File: src/rtl/wash_cycle_controller.sv
// wash_cycle_controller: self-timed washing-machine sequencer.
// Soap fill -> detergent wait -> wash -> drain -> N rinse passes -> spin -> done.
// A shared countdown timer times the wash, rinse and spin states. Pause freezes
// progress, an open door forces FAULT, and all outputs are registered.
// Optional feature macro: WASH_WATCHDOG_EN. When it is defined, the fill and
// drain states time out to FAULT if their sensor never arrives.
//
// There is no valid/ready handshake here. The sensor inputs are level-sampled
// on each unpaused rising edge. A sensor that is high when a state is entered
// advances on the next unpaused edge.
module wash_cycle_controller #(
  parameter int TIMER_W     = 16,
  parameter int WASH_TICKS  = 1000,
  parameter int RINSE_TICKS = 500,
  parameter int SPIN_TICKS  = 300,
  parameter int FILL_LIMIT  = 2000,
  parameter int DRAIN_LIMIT = 2000,
  parameter int RINSE_W     = 2
) (
  input  logic               clk,
  input  logic               reset,
  input  logic               start,
  input  logic               door_close,
  input  logic               pause,
  input  logic [RINSE_W-1:0] rinse_count,
  input  logic               filled,
  input  logic               detergent_added,
  input  logic               drained,
  output logic               door_lock,
  output logic               motor_on,
  output logic               fill_valve_on,
  output logic               drain_valve_on,
  output logic               soap_wash,
  output logic               water_wash,
  output logic               done,
  output logic               fault,
  output logic [3:0]         state,
  output logic [RINSE_W-1:0] rinse_left
);

  typedef enum logic [3:0] {
    S_IDLE        = 4'd0,
    S_FILL_SOAP   = 4'd1,
    S_WAIT_DET    = 4'd2,
    S_WASH        = 4'd3,
    S_DRAIN_SOAP  = 4'd4,
    S_FILL_RINSE  = 4'd5,
    S_RINSE       = 4'd6,
    S_DRAIN_RINSE = 4'd7,
    S_SPIN        = 4'd8,
    S_DONE        = 4'd9,
    S_FAULT       = 4'd10
  } state_e;

  typedef struct packed {
    logic lock;
    logic motor;
    logic fill;
    logic drain;
    logic soap;
    logic water;
    logic done;
    logic fault;
  } out_t;

  // Timer reload values; the dwell is load+1 unpaused cycles.
  localparam logic [TIMER_W-1:0] WASH_LOAD  = TIMER_W'(WASH_TICKS - 1);
  localparam logic [TIMER_W-1:0] RINSE_LOAD = TIMER_W'(RINSE_TICKS - 1);
  localparam logic [TIMER_W-1:0] SPIN_LOAD  = TIMER_W'(SPIN_TICKS - 1);
  localparam logic [TIMER_W-1:0] FILL_LOAD  = TIMER_W'(FILL_LIMIT - 1);
  localparam logic [TIMER_W-1:0] DRAIN_LOAD = TIMER_W'(DRAIN_LIMIT - 1);

  state_e             state_q, state_d;
  logic [TIMER_W-1:0] timer_q, timer_d;
  logic [RINSE_W-1:0] rinse_q, rinse_d;
  out_t               out_q, out_d;

  logic               timer_zero;
  logic [TIMER_W-1:0] timer_dec;
  logic [RINSE_W-1:0] rinse_dec;
  logic               active_d;

  assign timer_zero = (timer_q == '0);
  assign timer_dec  = timer_q - TIMER_W'(1);
  assign rinse_dec  = (rinse_q != '0) ? (rinse_q - RINSE_W'(1)) : rinse_q;

  // State register, timer, rinse counter and registered outputs.
  always_ff @(posedge clk or negedge reset) begin
    if (!reset) begin
      state_q <= S_IDLE;
      timer_q <= '0;
      rinse_q <= '0;
      out_q   <= '0;
    end else begin
      state_q <= state_d;
      timer_q <= timer_d;
      rinse_q <= rinse_d;
      out_q   <= out_d;
    end
  end

  // Next-state, timer and rinse-count logic. Door fault outranks pause, sensors and timer.
  always_comb begin
    state_d = state_q;
    timer_d = timer_q;
    rinse_d = rinse_q;
    case (state_q)
      S_IDLE: begin
        if (start && door_close) begin
          state_d = S_FILL_SOAP;
          rinse_d = rinse_count;
        end
      end
      S_DONE: if (!start) state_d = S_IDLE;
      S_FAULT: state_d = S_FAULT;
      default: begin
        if (!door_close) begin
          state_d = S_FAULT;
        end else if (!pause) begin
          case (state_q)
            S_FILL_SOAP, S_FILL_RINSE: begin
              if (filled) begin
                state_d = (state_q == S_FILL_SOAP) ? S_WAIT_DET : S_RINSE;
`ifdef WASH_WATCHDOG_EN
              end else if (timer_zero) begin
                state_d = S_FAULT;
              end else begin
                timer_d = timer_dec;
`endif
              end
            end
            S_WAIT_DET: if (detergent_added) state_d = S_WASH;
            S_DRAIN_SOAP: begin
              if (drained) begin
                state_d = (rinse_q != '0) ? S_FILL_RINSE : S_SPIN;
`ifdef WASH_WATCHDOG_EN
              end else if (timer_zero) begin
                state_d = S_FAULT;
              end else begin
                timer_d = timer_dec;
`endif
              end
            end
            S_DRAIN_RINSE: begin
              if (drained) begin
                rinse_d = rinse_dec;
                state_d = (rinse_dec != '0) ? S_FILL_RINSE : S_SPIN;
`ifdef WASH_WATCHDOG_EN
              end else if (timer_zero) begin
                state_d = S_FAULT;
              end else begin
                timer_d = timer_dec;
`endif
              end
            end
            S_WASH:  if (timer_zero) state_d = S_DRAIN_SOAP; else timer_d = timer_dec;
            S_RINSE: if (timer_zero) state_d = S_DRAIN_RINSE; else timer_d = timer_dec;
            S_SPIN:  if (timer_zero) state_d = S_DONE; else timer_d = timer_dec;
            default: state_d = state_q;
          endcase
        end
      end
    endcase
    // Reload the timer on entry to any state that uses it. Without the
    // watchdog, the fill/drain load is simply never counted down.
    if (state_d != state_q) begin
      case (state_d)
        S_WASH:                        timer_d = WASH_LOAD;
        S_RINSE:                       timer_d = RINSE_LOAD;
        S_SPIN:                        timer_d = SPIN_LOAD;
        S_FILL_SOAP, S_FILL_RINSE:     timer_d = FILL_LOAD;
        S_DRAIN_SOAP, S_DRAIN_RINSE:   timer_d = DRAIN_LOAD;
        default:                       timer_d = timer_q;
      endcase
    end
  end

  // Output decode from the next state. Pause gates the actuators for running states.
  always_comb begin
    out_d    = '0;
    active_d = (state_d >= S_FILL_SOAP) && (state_d <= S_SPIN);
    case (state_d)
      S_FILL_SOAP:   begin out_d.lock = 1'b1; out_d.fill  = 1'b1; out_d.soap  = 1'b1; end
      S_WAIT_DET:    begin out_d.lock = 1'b1; out_d.soap  = 1'b1; end
      S_WASH:        begin out_d.lock = 1'b1; out_d.motor = 1'b1; out_d.soap  = 1'b1; end
      S_DRAIN_SOAP:  begin out_d.lock = 1'b1; out_d.drain = 1'b1; out_d.soap  = 1'b1; end
      S_FILL_RINSE:  begin out_d.lock = 1'b1; out_d.fill  = 1'b1; out_d.water = 1'b1; end
      S_RINSE:       begin out_d.lock = 1'b1; out_d.motor = 1'b1; out_d.water = 1'b1; end
      S_DRAIN_RINSE: begin out_d.lock = 1'b1; out_d.drain = 1'b1; out_d.water = 1'b1; end
      S_SPIN:        begin out_d.lock = 1'b1; out_d.motor = 1'b1; out_d.drain = 1'b1; end
      S_DONE:        out_d.done = 1'b1;
      S_FAULT:       begin out_d.fault = 1'b1; out_d.drain = 1'b1; end
      default:       out_d = '0;
    endcase
    if (pause && active_d) begin
      out_d.motor = 1'b0;
      out_d.fill  = 1'b0;
      out_d.drain = 1'b0;
    end
  end

  assign door_lock      = out_q.lock;
  assign motor_on       = out_q.motor;
  assign fill_valve_on  = out_q.fill;
  assign drain_valve_on = out_q.drain;
  assign soap_wash      = out_q.soap;
  assign water_wash     = out_q.water;
  assign done           = out_q.done;
  assign fault          = out_q.fault;
  assign state          = state_q;
  assign rinse_left     = rinse_q;

endmodule

File: config.mk
export PLATFORM = sky130hd
export DESIGN_NAME = wash_cycle_controller
export DESIGN_NICKNAME = d
export VERILOG_FILES = /design/src/rtl/wash_cycle_controller.sv
export SDC_FILE = /design/constraint.sdc
export NUM_CORES = 1
export LEC_CHECK = 0
export CAP_MARGIN = 20
export CORE_MARGIN = 2
export CORE_UTILIZATION = 27
export CTS_CLUSTER_DIAMETER = 60
export CTS_CLUSTER_SIZE = 14
export DETAILED_ROUTE_END_ITERATION = 8
export PLACE_DENSITY_LB_ADDON = 0.08
export SLEW_MARGIN = 20
export SYNTH_ARGS = -nofsm -noshare
export SYNTH_HDL_FRONTEND = slang
export SYNTH_SLANG_ARGS = --single-unit
File: constraint.sdc
create_clock -name clk -period 3.7 [get_ports clk]
set_input_delay 0.925 -clock clk [delete_from_list [all_inputs] [get_ports clk]]
set_output_delay 0.925 -clock clk [all_outputs]
set_load 0.03 [all_outputs]
-- Yosys cells after proc, flatten, opt, wreduce, memory -nomap -nowiden
Index checks and enable logic that the tools add are counted.
- bits in latches: 0
- memories: 0
- output and inout port bits: 14
- bits in read-only memories: 0
- RAM bits: 0
- register bits: 30
- reduce and logical (&&, ||, !) cells: 25
- divide/modulo/power cells: 0
- shifts and indexed selects: 0
- equal/unequal tests: 27
- add/sub/neg operators: 2
- multipliers: 0
- multiplexer cells: 39
- magnitude comparators: 2
- bitwise gates (word level): 1
- operators with widths (cell ; number):
    16-bit 2-to-1 mux ; 6
    16-bit case mux with 4 select lines ; 1
    4-bit 2-to-1 mux ; 13
    4-bit by 3-bit == test with 1-bit output (second input constant) ; 8
    4-bit case mux with 7 select lines ; 1
    4-bit == test (second input constant) ; 6
    4-bit by 2-bit == test with 1-bit output (second input constant) ; 4
    16-bit zero test ; 1
    16-bit by 1-bit subtractor with 16-bit output (second input constant) ; 1
    2-bit nonzero test ; 7
    2-bit 2-to-1 mux ; 6
    4-bit case mux with 3 select lines ; 1
    6-bit AND reduction ; 2
    3-bit OR reduction ; 4
    4-bit OR reduction ; 3
    4-bit by 1-bit == test with 1-bit output (second input constant) ; 2
    1-bit 2-to-1 mux ; 8
    2-bit by 1-bit inequality test with 1-bit output (second input constant) ; 4
    8-bit OR reduction ; 1
    3-bit 2-to-1 mux ; 2
    2-bit OR reduction ; 3
    5-bit by 2-bit inequality test with 1-bit output (second input constant) ; 1
    4-bit by 1-bit >= comparator with 1-bit output (second input constant) ; 1
    4-bit <= comparator (second input constant) ; 1
    other kinds (7) ; 9

-- Logic depth before layout (Yosys ltp)
- word-level depth: 13
- gate-level depth with buffers: 12
- depth with buffers taken out: 11

-- Worst setup path before layout
OpenSTA, ideal clock, no wires.
- path kind: in2reg
- start point: input door_close
- end point: register timer_q[3]
- setup slack: 0.921 ns
- data arrival time: 2.655 ns
- stages: 8
- library setup time: 0.124 ns
- required time: 3.576 ns
- path buffers: 2
- cell sequence: clkbuf_1 -> o311a_2 -> o21ai_0 -> a222oi_1 -> nor4b_4 -> a21oi_2 -> buf_6 -> o31a_1
- word-level cells in the longest chain between the ends: 7
- RTL lines (element ; RTL line ; source):
    start: declaration ; 23 ; input logic door_close,
    1-bit logical AND ; 109 ; if (start && door_close) begin
    4-bit 2-to-1 mux ; 109 ;
    4-bit case mux with 3 select lines ; 107 ; case (state_q)
    4-bit by 3-bit == test with 1-bit output or 4-bit by 1-bit == test with 1-bit output (tied branches) ; 167 ; case (state_d)
    4-bit OR reduction (no source line) ; -- ;
    5-bit by 2-bit inequality test with 1-bit output (no source line) or 16-bit case mux with 4 select lines (tied branches) ; -- ;
    6-bit AND reduction (no source line) or 16-bit 2-to-1 mux (tied branches) ; -- ;
    end signal: assignment ; 96 ; timer_q <= timer_d;
    end: declaration ; 74 ; logic [TIMER_W-1:0] timer_q, timer_d;
Parallel ways exist; a longest one is shown, timed or not. The select of a mux whose other input is x is not followed.
A chain may end at the register's enable or synchronous reset.

-- Worst setup path after layout
- start point: input drained
- end point: register timer_q[10]
- word-level cells in the longest chain between the ends: 9
- RTL lines (element ; RTL line ; source):
    start: declaration ; 28 ; input logic drained,
    4-bit 2-to-1 mux, on equally long branches ; 145, 134 ;
    4-bit case mux with 7 select lines (*) ; 120 ; case (state_q)
    4-bit 2-to-1 mux (*) ; 119 ; end else if (!pause) begin
    4-bit 2-to-1 mux (*) ; 117 ; if (!door_close) begin
    4-bit case mux with 3 select lines (*) ; 107 ;
    4-bit by 3-bit == test with 1-bit output or 4-bit by 1-bit == test with 1-bit output (tied branches) ; 167 ;
    4-bit OR reduction (no source line) ; -- ;
    5-bit by 2-bit inequality test with 1-bit output (no source line) or 16-bit case mux with 4 select lines (tied branches) ; -- ;
    6-bit AND reduction (no source line) or 16-bit 2-to-1 mux (tied branches) ; -- ;
Every way passes the cells marked *; elsewhere a longest branch is shown, timed or not. The select of a mux whose other input is x is not followed.

==> results.json <==
{
  "viasPerCell": 5.15,
  "path_max_fanout": 7,
  "htreeDepth": 2,
  "die_x_um": 93.8,
  "remaining_drc_errors": 0,
  "power_mw": 0.743,
  "p_leak_nw": 0.972,
  "report.final.setup_viol": 0,
  "cp.required_ns": 3.87,
  "rrSetupSlack_ns": 0.61,
  "top_usage_layer": "met2",
  "cap_violations": 0,
  "path_cells": "clkdlybuf4s50_1 -> o211a_1 -> a211oi_1 -> o21a_1 -> a32oi_1 -> nand4b_2 -> a21oi_2 -> nor2_2 -> a211o_1",
  "regMostFlops": "timer_q",
  "antenna_found_initial": 0,
  "rows": 32,
  "cts_root_buf": "clkbuf_8",
  "grt_pass1_wl_um": 9370,
  "numCtsBuffers": 5,
  "setup-tns-final_ns": 0,
  "avgSynthCellArea_um2": 9.31,
  "peakVddDrop_mv": 0.157,
  "ys.warnings.count": 0,
  "ys.flop_type": "dfrtp_1",
  "cts_sinks": 30,
  "slew_headroom": 0.452,
  "worst_setup_path_end_kind": "flip-flop",
  "n_fill_cell": 820,
  "post-place-ws_ns": 0.199,
  "die_area_um2": 8800,
  "synth_nets": 245,
  "routabilityCongestion": 0.792,
  "cts.clk_slew.worst_paths_ns": 0.07,
  "tightest_slew_ns": 0.821,
  "r2r_start": "state[3]",
  "syn_inst": 234,
  "grt.overflow.total": 0,
  "synth_top_area_share": 0.345,
  "power_density_nw_per_um2": 284,
  "fin_crit_ns": 3.23,
  "fmax_mhz": 309,
  "routed_wirelength_um": 5550,
  "dp_hpwl_um": 3930,
  "use_met2": 0.213,
  "ys_async_sr_fraction": 1.00,
  "core-area_um2": 7770,
  "cts_resized": 0,
  "cts_tree": "done",
  "boundaryPins": 24,
  "report.final.slew_viol_count": 0,
  "numPortBuffers": 23,
  "clk_latency_ns": 0.29,
  "wl_per_cell_um": 15.3,
  "yosysTopAreaCell": "dfrtp_1",
  "p_int_mw": 0.562,
  "whs_endpoint": "timer_q[0]",
  "drive_above_1_share": 0.168,
  "ant_nets": 0,
  "use_met1": 0.184,
  "grt_use_met3": 0.0289,
  "synth-edff-count": 0,
  "crit_type": "input port to flip-flop",
  "power_frac_seq": 0.464,
  "initial_core_util": 0.280,
  "p_sw_frac": 0.244,
  "synth_seq_cells": 30,
  "synthTopCellsByArea": "dfrtp_1 (34%), buf_6 (3.6%), nand2_1 (3.3%), nor2_1 (3.1%), o21ai_0 (3.0%)",
  "syn_to_final_growth_pct": 20.2,
  "grt_max_degree": 31,
  "drt_iter0_drc": 101,
  "critPathLaunchType": "input port",
  "skew_ns": 0.00934,
  "cp_slowest_cell": "clkdlybuf4s50_1",
  "p_clk_frac": 0.461,
  "grtUsageTotal": 0.134,
  "ys_types": 71,
  "rr_endpoint": "timer_q[10]",
  "nets": 272,
  "rr_worst_depth": 8,
  "switchingPower_mw": 0.181,
  "cts_setup_buffers": 0,
  "fp.dieH_um": 93.8,
  "rsz0062_at_grt": "false",
  "dr.pass1.iters": 5,
  "hold_viol_final": 0,
  "largest_reg_flops": 16,
  "setup_ws_ns": 0.465,
  "arrival_ns": 3.40,
  "seq_area_frac_synth": 0.345,
  "status": "completed",
  "grt_pass1_vias": 1846,
  "worstHoldStart": "timer_q[0]",
  "vias": 1873,
  "cts.path.max_buffers": 2,
  "hp-class": "flip-flop to flip-flop",
  "min_path_cells": 1,
  "combPwrFrac": 0.075,
  "n_antenna_cell": 0,
  "cts_hold_buf": 0,
  "fin_crit_sh": 0.874,
  "worst_path_largest_cell_delay_ns": 0.52,
  "netlist_area_um2": 2180
}
==> worst max-delay path, delay by kind of cell <==
family                 cells  cell delay [ns]
AND/OR/NAND/NOR            2             0.39
buffers and inverters      1             0.52
AO/OA/AOI/OAI              6             1.56
==> kinds of logic after synthesis <==
| family | synth area share |
|---|---|
| DFF | 0.345 |
| buffers and inverters | 0.0729 |
| AOI/OAI and AO/OA | 0.242 |
| xor gates and xnor gates | 0.0362 |
| and+or+nand+nor | 0.299 |
| adders and majority gates | 0.00574 |
==> placed cells by master, fill, tap and decap left out, types with 4 or more instances in the layout <==
cell and n:
dfrtp_1 30, inv_1 9, nand3_1 5, nor2_1 18
clkbuf_8 5, nor4_1 5, nand2_1 19, buf_4 12
nand2b_1 4, o21ai_0 13, nor3_1 11, a31oi_1 4
a21oi_1 9, xnor2_1 7, clkdlybuf4s50_1 23, nand3b_1 4
==> per-layer routing <==
layer | wire [um] | vias to the layer above
met1 | 2730 | 895
met4 | 64 | 0
met3 | 252 | 7
met2 | 2500 | 38
met5 | 0 | -
li1 | - | 933
==> final cells by class <==
class	count	area, um^2	share of cell area
flip-flops and latches	30	751	0.287
clock buffers	5	68.8	0.0263
inverters	10	37.5	0.0143
clock inverters	3	45.0	0.0172
repair buffers	35	320	0.122
well taps	102	128	0.0487
multi-input cells	179	1270	0.484
==> worst max path at each step <==
stage / startpoint / end / slack, ns / depth (start not counted)
2_1_floorplan: door_close / timer_q[3] / 0.92 / 8
3_3_place_gp: drained / timer_q[7] / 0.15 / 10
3_5_place_dp: drained / timer_q[10] / 0.20 / 9
4_1_cts: drained / timer_q[10] / 0.47 / 9
5_1_grt: drained / timer_q[10] / 0.29 / 9
6_report: drained / timer_q[10] / 0.47 / 9
==> power by group through the flow <==
stage,registers [mW],clock network (mW),logic (mW)
2_1_floorplan,0.349,0,0.0277
3_3_place_gp,0.352,0,0.0564
3_5_place_dp,0.351,0,0.0562
4_1_cts,0.345,0.354,0.0568
5_1_grt,0.347,0.367,0.0635
6_report,0.345,0.342,0.0557
==> Yosys cell counts, types with 5 or more instances <==
library cell,count
a21oi_1,9
buf_6,7
dfrtp_1,30
inv_1,9
nand2_1,19
nand3_1,5
nor2_1,18
nor3_1,11
nor4_1,5
o21ai_0,13
xnor2_1,7
==> per-stage QoR <==
stage / utilization / hold WS (ns) / cells / area, um^2
after detailed placement: 0.322 / 0.504 / 356 / 2500
after CTS: 0.337 / 0.512 / 364 / 2620
after global placement: 0.322 / 0.508 / 356 / 2500
final: 0.337 / 0.506 / 364 / 2620
after global routing: 0.337 / 0.544 / 364 / 2620
after floorplan: - / 0.468 / 234 / 2180
Power figures use the tool's default switching activity.
